===== src/rtl/cfd_ctrl_pkg.sv =====
// Shared definitions for the CFD chunk controller, the BRAM port mux and the LBM core.
package cfd_ctrl_pkg;

  localparam int unsigned ADDR_W_DEF      = 12;
  localparam int unsigned CHUNK_WORDS_DEF = 4096;
  localparam int unsigned CNT_W_DEF       = 16;

  typedef enum logic [2:0] {
    ST_IDLE      = 3'd0,
    ST_XFER      = 3'd1,
    ST_LAUNCH    = 3'd2,
    ST_COMPUTE   = 3'd3,
    ST_WAIT_DONE = 3'd4,
    ST_DONE      = 3'd5
  } state_e;

endpackage


===== src/rtl/phase_word_counter.sv =====
// Word counter shared by the transfer and compute phases: clear, increment and terminal flag.
module phase_word_counter #(
  parameter int unsigned ADDR_W      = 12,
  parameter int unsigned CHUNK_WORDS = 4096
) (
  input  logic              clk,
  input  logic              rst_n,
  input  logic              clr_i,
  input  logic              inc_i,
  output logic [ADDR_W-1:0] addr_o,
  output logic              last_o
);

  // One extra bit so a full 2**ADDR_W chunk reaches its terminal value without wrapping.
  localparam logic [ADDR_W:0] TERMINAL = (ADDR_W + 1)'(CHUNK_WORDS - 1);

  logic [ADDR_W:0] count_q, count_d;

  always_comb begin
    // NOTE: the default assignment first keeps this block purely combinational (no latch).
    count_d = count_q;
    if (clr_i) begin
      count_d = '0;
    end else if (inc_i) begin
      count_d = count_q + 1'b1;
    end
  end

  always_ff @(posedge clk or negedge rst_n) begin
    // NOTE: registered state uses non-blocking assignments so all flops update together.
    if (!rst_n) begin
      count_q <= '0;
    end else begin
      count_q <= count_d;
    end
  end

  assign addr_o = count_q[ADDR_W-1:0];
  assign last_o = (count_q == TERMINAL);

endmodule


===== src/rtl/chunk_phase_ctrl.sv =====
// Sequences each lattice chunk through a DDR->BRAM transfer phase and an LBM compute phase.
module chunk_phase_ctrl
  import cfd_ctrl_pkg::*;
#(
  parameter int unsigned ADDR_W      = ADDR_W_DEF,
  parameter int unsigned CHUNK_WORDS = CHUNK_WORDS_DEF,
  parameter int unsigned CNT_W       = CNT_W_DEF
) (
  input  logic              m00_axis_aclk,
  input  logic              m00_axis_aresetn,
  input  logic              start,
  input  logic [CNT_W-1:0]  num_chunks,
  input  logic              s_axis_tvalid,
  input  logic              s_axis_tlast,
  output logic              s_axis_tready,
  input  logic              lbm_ready,
  input  logic              lbm_done,
  output logic              lbm_start,
  output logic              chunk_transfer_ready,
  output logic [ADDR_W-1:0] DDR_addr,
  output logic              chunk_compute_ready,
  output logic [ADDR_W-1:0] LBM_addr,
  output logic [CNT_W-1:0]  chunk_idx,
  output logic              busy,
  output logic              run_done,
  output logic              err_tlast
);

  state_e            state_q;
  logic [CNT_W-1:0]  num_q;
  logic [CNT_W-1:0]  chunk_idx_q;
  logic              err_q;
  logic [ADDR_W-1:0] ddr_addr_q;

  logic [ADDR_W-1:0] word_addr;
  logic              word_last;
  logic              cnt_clr;
  logic              cnt_inc;
  logic              beat_acc;
  logic              lbm_acc;
  logic              last_chunk;

  assign s_axis_tready = (state_q == ST_XFER);
  assign beat_acc      = s_axis_tvalid && s_axis_tready;
  assign lbm_acc       = (state_q == ST_COMPUTE) && lbm_ready;
  assign last_chunk    = (chunk_idx_q == num_q - CNT_W'(1));

  // The terminal word clears the counter, so each phase starts from address 0.
  assign cnt_inc = beat_acc || lbm_acc;
  assign cnt_clr = ((state_q == ST_IDLE) && start)
                || (cnt_inc && word_last)
                || ((state_q == ST_WAIT_DONE) && lbm_done);

  phase_word_counter #(
    .ADDR_W      (ADDR_W),
    .CHUNK_WORDS (CHUNK_WORDS)
  ) u_word_cnt (
    .clk    (m00_axis_aclk),
    .rst_n  (m00_axis_aresetn),
    .clr_i  (cnt_clr),
    .inc_i  (cnt_inc),
    .addr_o (word_addr),
    .last_o (word_last)
  );

  always_ff @(posedge m00_axis_aclk or negedge m00_axis_aresetn) begin
    if (!m00_axis_aresetn) begin
      state_q     <= ST_IDLE;
      num_q       <= '0;
      chunk_idx_q <= '0;
      err_q       <= 1'b0;
      ddr_addr_q  <= '0;
    end else begin
      case (state_q)
        ST_IDLE: begin
          if (start) begin
            num_q       <= (num_chunks == '0) ? CNT_W'(1) : num_chunks;
            err_q       <= 1'b0;
            chunk_idx_q <= '0;
            state_q     <= ST_XFER;
          end
        end
        ST_XFER: begin
          if (beat_acc) begin
            ddr_addr_q <= word_addr;
            // Length is set by the count alone; tlast is only checked for consistency.
            if (s_axis_tlast != word_last) begin
              err_q <= 1'b1;
            end
            if (word_last) begin
              state_q <= ST_LAUNCH;
            end
          end
        end
        ST_LAUNCH: begin
          state_q <= ST_COMPUTE;
        end
        ST_COMPUTE: begin
          if (lbm_acc && word_last) begin
            state_q <= ST_WAIT_DONE;
          end
        end
        ST_WAIT_DONE: begin
          if (lbm_done) begin
            if (last_chunk) begin
              state_q <= ST_DONE;
            end else begin
              chunk_idx_q <= chunk_idx_q + CNT_W'(1);
              state_q     <= ST_XFER;
            end
          end
        end
        ST_DONE: begin
          state_q <= ST_IDLE;
        end
        default: begin
          state_q <= ST_IDLE;
        end
      endcase
    end
  end

  // DDR_addr shows the accepted beat's address and holds it between beats.
  assign chunk_transfer_ready = beat_acc;
  assign DDR_addr             = beat_acc ? word_addr : ddr_addr_q;
  assign chunk_compute_ready  = lbm_acc;
  assign LBM_addr             = (state_q == ST_COMPUTE) ? word_addr : '0;
  assign lbm_start            = (state_q == ST_LAUNCH);
  assign run_done             = (state_q == ST_DONE);
  assign busy                 = (state_q != ST_IDLE);
  assign chunk_idx            = chunk_idx_q;
  assign err_tlast            = err_q;

endmodule


===== config.mk =====
export PLATFORM = sky130hd
export DESIGN_NAME = chunk_phase_ctrl
export DESIGN_NICKNAME = d
export VERILOG_FILES = /design/src/rtl/cfd_ctrl_pkg.sv /design/src/rtl/phase_word_counter.sv /design/src/rtl/chunk_phase_ctrl.sv
export SDC_FILE = /design/constraint.sdc
export NUM_CORES = 1
export LEC_CHECK = 0
export CORE_MARGIN = 5
export CORE_UTILIZATION = 49
export CTS_BUF_LIST = sky130_fd_sc_hd__clkbuf_4
export CTS_CLUSTER_DIAMETER = 60
export DETAILED_ROUTE_END_ITERATION = 10
export PLACE_DENSITY = 0.78
export SKIP_LAST_GASP = 1
export SLEW_MARGIN = 20
export SYNTH_ARGS = -nofsm -noshare
export SYNTH_HDL_FRONTEND = slang
export SYNTH_SLANG_ARGS = --single-unit

===== constraint.sdc =====
create_clock -name m00_axis_aclk -period 3 [get_ports m00_axis_aclk]
set_input_delay 0.6 -clock m00_axis_aclk [delete_from_list [all_inputs] [get_ports m00_axis_aclk]]
set_output_delay 0.6 -clock m00_axis_aclk [all_outputs]
set_load 0.05 [all_outputs]

==> impl_metrics.json, run 1 <==
{
  "gp_congestion": 0.8817,
  "utilization": 0.6281,
  "drc": 0,
  "dp_cells": 592,
  "dp_slack_ns": 0.03292,
  "status": "finished, final reports clean",
  "clock_skew_ns": 0.01515,
  "grt_usage": 0.2150,
  "worstPathArrival_ns": 3.26,
  "antenna_found_initial": 0,
  "maxCapViolCount": 0,
  "drive_gt1_frac": 0.1795,
  "syn-instance-count": 433,
  "max_stage_delay_ns": 0.54,
  "syn_area_mm2": 0.003819,
  "hold_ws_ns": 0.1492,
  "fmax_ghz": 0.3455,
  "port-buffer-count": 69,
  "worst_slack_ns": 0.1057,
  "die_h_um": 98.28,
  "post_dp_cell_area_mm2": 0.004638,
  "p_per_area_mw_per_mm2": 676.7,
  "syn_to_final_growth_pct": 25.79,
  "dp_hpwl_um": 7531,
  "clk-insertion-delay-late_ns": 0.44,
  "slew_viol_final": 0,
  "syn_nets": 459,
  "endpoint_kind": "flip-flop",
  "synth_top_area_cell": "dfrtp_1",
  "cts_tree": "yes",
  "async_flop_share": 1.000,
  "path_max_fanout": 18,
  "htreeDepth": 3,
  "power_leakage_nw": 2.168,
  "synthTopCellsByCount": "nand2_1, dfrtp_1, nor2_1",
  "cp_common_cell": "or4_4",
  "cts_made_buffers": 9,
  "std_cell_rows": 32,
  "firstDrtPassIters": 4,
  "finalNetCount": 528,
  "synth_top_area_frac": 0.3997,
  "critPathRequiredTime_ns": 3.37,
  "hold_path_class": "primary input to async pin",
  "cts-root-buf": "clkbuf_4",
  "setup_viol_count_final": 0,
  "die_area_mm2": 0.009659,
  "grt_pass1_wl_um": 16970,
  "startpoint_type": "flip-flop",
  "grt_max_degree": 28,
  "design_area_mm2": 0.004803,
  "yosysMostFrequentCell": "nand2_1",
  "core_mm2": 0.007647,
  "ys_seq_area_frac": 0.3997,
  "vias_per_cell": 5.693,
  "fillers": 697,
  "fin_crit_sh": 0.9648,
  "ys_ff_latch": 61,
  "ys.warnings.count": 0,
  "drt_iter0_markers": 200,
  "synth_top_flop_cell": "dfrtp_1",
  "tightestPinTransition_ns": 0.5846,
  "synthTopCellsByArea": "dfrtp_1, mux2_2, nand2_1, xor2_1, xnor2_1",
  "critical_path.slowest_cell": "or4_4",
  "io_pins": 70,
  "routed_wl_um": 10150,
  "start_util": 0.4993,
  "ir_drop_v": 0.0004881,
  "path_clk_slew_ns": 0.13,
  "total_power_mw": 3.251,
  "cts_num_sinks": 61,
  "num_antenna_cells": 0,
  "cp_cell_sequence": "or4_4 > or4_4 > a211o_1 > o2111ai_2 > a2111oi_1 > and4_2 > buf_12 > or4_1 > a21oi_1",
  "tns_ns": 0,
  "synth_area_per_cell_um2": 8.819,
  "critPathKind": "flip-flop to flip-flop",
  "slew_headroom": 0.6103,
  "synth_cell_type_count": 56,
  "hold_viol_final": 0,
  "grt_overflow_total": 0,
  "min_period_ns": 2.894,
  "routedWlPerCell_um": 16.67,
  "synth_edf_count": 0,
  "ant_nets": 0,
  "postCtsHoldBufs": 0,
  "stdcell_count": 609,
  "first_global_vias": 3556,
  "clockBufferDepth": 2,
  "vias": 3467,
  "die-width_um": 98.28
}
==> sequential cells by signal (all words and copies together), names as in the netlist <==
signal and cells:
u_word_cnt.count_q 13, num_q 16, chunk_idx 16, err_tlast 1
ddr_addr_q 12, state_q 3
==> area by class of cell <==
cell class | instances | area (um2) | area share
multi-input cells | 332 | 2141 | 0.4457
inverters | 9 | 33.78 | 0.007033
repair buffers | 89 | 823.3 | 0.1714
well taps | 102 | 127.6 | 0.02657
clock buffers | 9 | 67.56 | 0.01407
clock inverters | 7 | 81.33 | 0.01693
flip-flops and latches | 61 | 1529 | 0.3183
==> logic make-up after synthesis <==
logic type	synth area share
adder cells (fa/ha/maj)	0.009831
AO/OA/AOI/OAI	0.1239
flip-flops	0.3997
multiplexers	0.07339
buffers and inverters	0.04849
XOR/XNOR	0.07110
AND/OR/NAND/NOR	0.2736
==> power by group <==
part / switching (mW) / total (mW) / internal [mW]
Clock: 0.367 / 0.632 / 0.265
Sequential: 0.195 / 1.17 / 0.970
Combinational: 0.844 / 1.45 / 0.610
Total: 1.41 / 3.25 / 1.84
==> per-layer routing <==
layer	GRT usage	part of all wire	vias up
met5	0	0	-
met4	0.09244	0.025	0
met3	0.05357	0.065	19
met2	0.3484	0.48	108
met1	0.2726	0.43	1656
li1	-	-	1684
==> cell usage in the layout, fill, tap and decap left out, types with 10 or more instances in the layout <==
| cell type | synthesis | layout |
|---|---|---|
| a21oi_1 | 15 | 15 |
| and2_1 | 15 | 15 |
| buf_4 | 0 | 31 |
| clkdlybuf4s50_1 | 0 | 42 |
| dfrtp_1 | 61 | 59 |
| dlygate4sd2_1 | 0 | 12 |
| mux2_2 | 24 | 24 |
| nand2_1 | 63 | 63 |
| nand3_1 | 15 | 15 |
| nand4_1 | 13 | 13 |
| nor2_1 | 31 | 31 |
| nor3_1 | 12 | 10 |
| nor4_1 | 10 | 10 |
| o21ai_0 | 15 | 15 |
| xnor2_1 | 15 | 15 |
| xor2_1 | 16 | 16 |
==> critical path: cells and delay by family (launching register included) <==
kind,cells,cell delay [ns]
and+or+nand+nor,4,1.66
AOI/OAI and AO/OA,4,0.57
DFF,1,0.45
buffers and inverters,1,0.15
==> worst paths after layout <==
path | endpoint | depth (start not counted) | slack (ns) | start
hold / removal | chunk_idx[12] | 1 | 0.15 | m00_axis_aresetn
hold reg to reg | u_word_cnt.count_q[12] | 2 | 0.52 | u_word_cnt.count_q[12]
min in group m00_axis_aclk | u_word_cnt.count_q[12] | 2 | 0.52 | u_word_cnt.count_q[12]
max in group asynchronous | err_tlast | 2 | 2.12 | m00_axis_aresetn
setup reg to reg | chunk_idx[9] | 9 | 0.11 | num_q[1]
setup / recovery | chunk_idx[9] | 9 | 0.11 | num_q[1]
==> what timing repair did <==
| item | CTS | global route |
|---|---|---|
| endpoints found under the setup margin | 23 | 27 |
| pin swaps | 0 | 1 |
| gates cloned | 0 | 0 |
| gates resized for setup | 13 | 7 |
| buffers inserted | 0 | 1 |
Note: power is estimated with default switching activity, not from simulation.
==> inputs of run 2 (changes only) <==
--- a/config.mk
+++ b/config.mk
@@ -6,11 +6,11 @@
 export NUM_CORES = 1
 export LEC_CHECK = 0
 export CORE_MARGIN = 5
-export CORE_UTILIZATION = 49
+export CORE_UTILIZATION = 40
 export CTS_BUF_LIST = sky130_fd_sc_hd__clkbuf_4
 export CTS_CLUSTER_DIAMETER = 60
 export DETAILED_ROUTE_END_ITERATION = 10
-export PLACE_DENSITY = 0.78
+export DONT_BUFFER_PORTS = 1
 export SKIP_LAST_GASP = 1
 export SLEW_MARGIN = 20
 export SYNTH_ARGS = -nofsm -noshare
==> impl_metrics.json, run 2 (same netlist as run 1, synthesis figures left out) <==
{
  "start_util": 0.4113,
  "path_max_fanout": 24,
  "dp_cells": 564,
  "die-width_um": 107.7,
  "combPwrFrac": 0.429,
  "rsz0062_at_grt": "yes",
  "wl_met3_um": 834,
  "io_pins": 70,
  "dp_slack_ns": 0.004226,
  "die_h_um": 107.7,
  "status": "finished, final reports clean",
  "num_antenna_cells": 0,
  "wl_met2_um": 4986,
  "startpoint_type": "flip-flop",
  "htreeDepth": 3,
  "cts_tree": "yes",
  "grt_pass1_wl_um": 16780,
  "r2r_slack_ns": 0.05,
  "fin_crit_sh": 0.9824,
  "post_dp_cell_area_mm2": 0.004108,
  "p_seq_frac": 0.366,
  "drt_iter0_markers": 267,
  "highest_layer": "met4",
  "path_clk_slew_ns": 0.11,
  "design_area_mm2": 0.004360,
  "power.internal_mw": 1.857,
  "maxCapViolCount": 0,
  "cts-root-buf": "clkbuf_4",
  "cp_cell_sequence": "or4_4 > or4_4 > a211o_1 > o2111ai_2 > a2111oi_1 > and4_2 > buf_12 > or4_4 > a21oi_2",
  "layout_common_cells": "nand2_1, dfrtp_1, buf_4",
  "clk-insertion-delay-late_ns": 0.42,
  "hold_path_class": "primary input to async pin",
  "wl_met1_um": 4165,
  "finalNetCount": 474,
  "tightestPinTransition_ns": 0.8727,
  "port-buffer-count": 0,
  "die_area_mm2": 0.01160,
  "grt_usage": 0.1830,
  "std_cell_rows": 35,
  "first_global_vias": 3314,
  "critPathRequiredTime_ns": 3.36,
  "fmax_ghz": 0.3393,
  "clock_skew_ns": 0.01880,
  "slew_viol_final": 0,
  "vias": 3292,
  "final_common_cell": "nand2_1",
  "firstDrtPassIters": 4,
  "grt_overflow_total": 0,
  "worstPathArrival_ns": 3.31,
  "routed_wl_um": 10140,
  "stdcell_count": 582,
  "grt_max_degree": 62,
  "cts_made_buffers": 9,
  "ant_nets": 0,
  "drive_gt1_frac": 0.2141,
  "slew_headroom": 0.4157,
  "gp_congestion": 0.8904,
  "cts_num_sinks": 61,
  "p_clk_frac": 0.205,
  "ir_drop_v": 0.0003776,
  "syn_to_final_growth_pct": 14.19,
  "p_per_area_mw_per_mm2": 740.2,
  "power_leakage_nw": 1.930,
  "min_period_ns": 2.947,
  "drc": 0,
  "routedWlPerCell_um": 17.42,
  "hold_viol_final": 0,
  "vias_per_cell": 5.656,
  "switching_share": 0.4248,
  "critPathKind": "flip-flop to flip-flop",
  "cp_common_cell": "or4_4",
  "clockBufferDepth": 2,
  "max_stage_delay_ns": 0.54,
  "ff2ff_path_depth": 9,
  "antenna_found_initial": 0,
  "setup_viol_count_final": 0,
  "p_switching_mw": 1.371,
  "core_mm2": 0.009284,
  "worst_slack_ns": 0.05274,
  "endpoint_kind": "flip-flop",
  "tns_ns": 0,
  "dp_hpwl_um": 7381,
  "critical_path.slowest_cell": "or4_4"
}
==> run 2: final cells by class <==
cell class | instances | area [um2]
Fill cell | 909 | 4923
Multi-Input combinational cell | 332 | 2180
Sequential cell | 61 | 1528
Timing Repair Buffer | 35 | 295.3
Tap cell | 129 | 161.4
Clock inverter | 6 | 87.58
Clock buffer | 10 | 75.07
Inverter | 9 | 33.78
==> run 2: what timing repair did <==
item,in CTS,in global routing
pin swaps,0,3
buffers inserted,0,1
hold endpoints to repair,61,0
hold buffers,1,0
endpoints found under the setup margin,2,27
resized for setup,1,13
==> run 2: layer usage <==
layer | global-route usage | up-vias
met4 | 0.05771 | 0
met1 | 0.2248 | 1600
met2 | 0.3051 | 110
met5 | 0 | -
met3 | 0.05759 | 14
li1 | - | 1568
==> run 2: worst paths after layout <==
check / to / start
setup / recovery: chunk_idx[9] / num_q[1]
hold / removal: num_q[1] / m00_axis_aresetn
setup reg to reg: chunk_idx[9] / num_q[1]
hold reg to reg: ddr_addr_q[2] / ddr_addr_q[2]
max in group asynchronous: chunk_idx[10] / m00_axis_aresetn
min in group m00_axis_aclk: num_q[12] / num_chunks[12]
==> run 2: power by group through the flow <==
stage               Combinational [mW]  Clock [mW]  Sequential [mW]
global route                      1.52       0.724             1.21
finish                            1.38       0.663             1.18
detailed placement                1.29           0             1.19
floorplan                         1.03           0             1.10
global placement                  1.28           0             1.18
CTS                               1.32       0.694             1.18
==> run 2: metrics by stage <==
step | power [mW] | utilization | hold slack [ns]
after global routing | 3.455 | 0.4697 | 0.03724
after floorplan | 2.136 | - | 0.3044
after detailed placement | 2.473 | 0.4425 | 0.3060
after CTS | 3.187 | 0.4635 | 0.02260
final | 3.228 | 0.4697 | 0.03961
after global placement | 2.455 | 0.4425 | 0.3062
==> run 2: critical path: cells and delay by family (launching register included) <==
family / cells / cell delay (ns)
buf+inv: 1 / 0.16
compound gates: 4 / 0.60
flops: 1 / 0.44
simple gates: 4 / 1.68
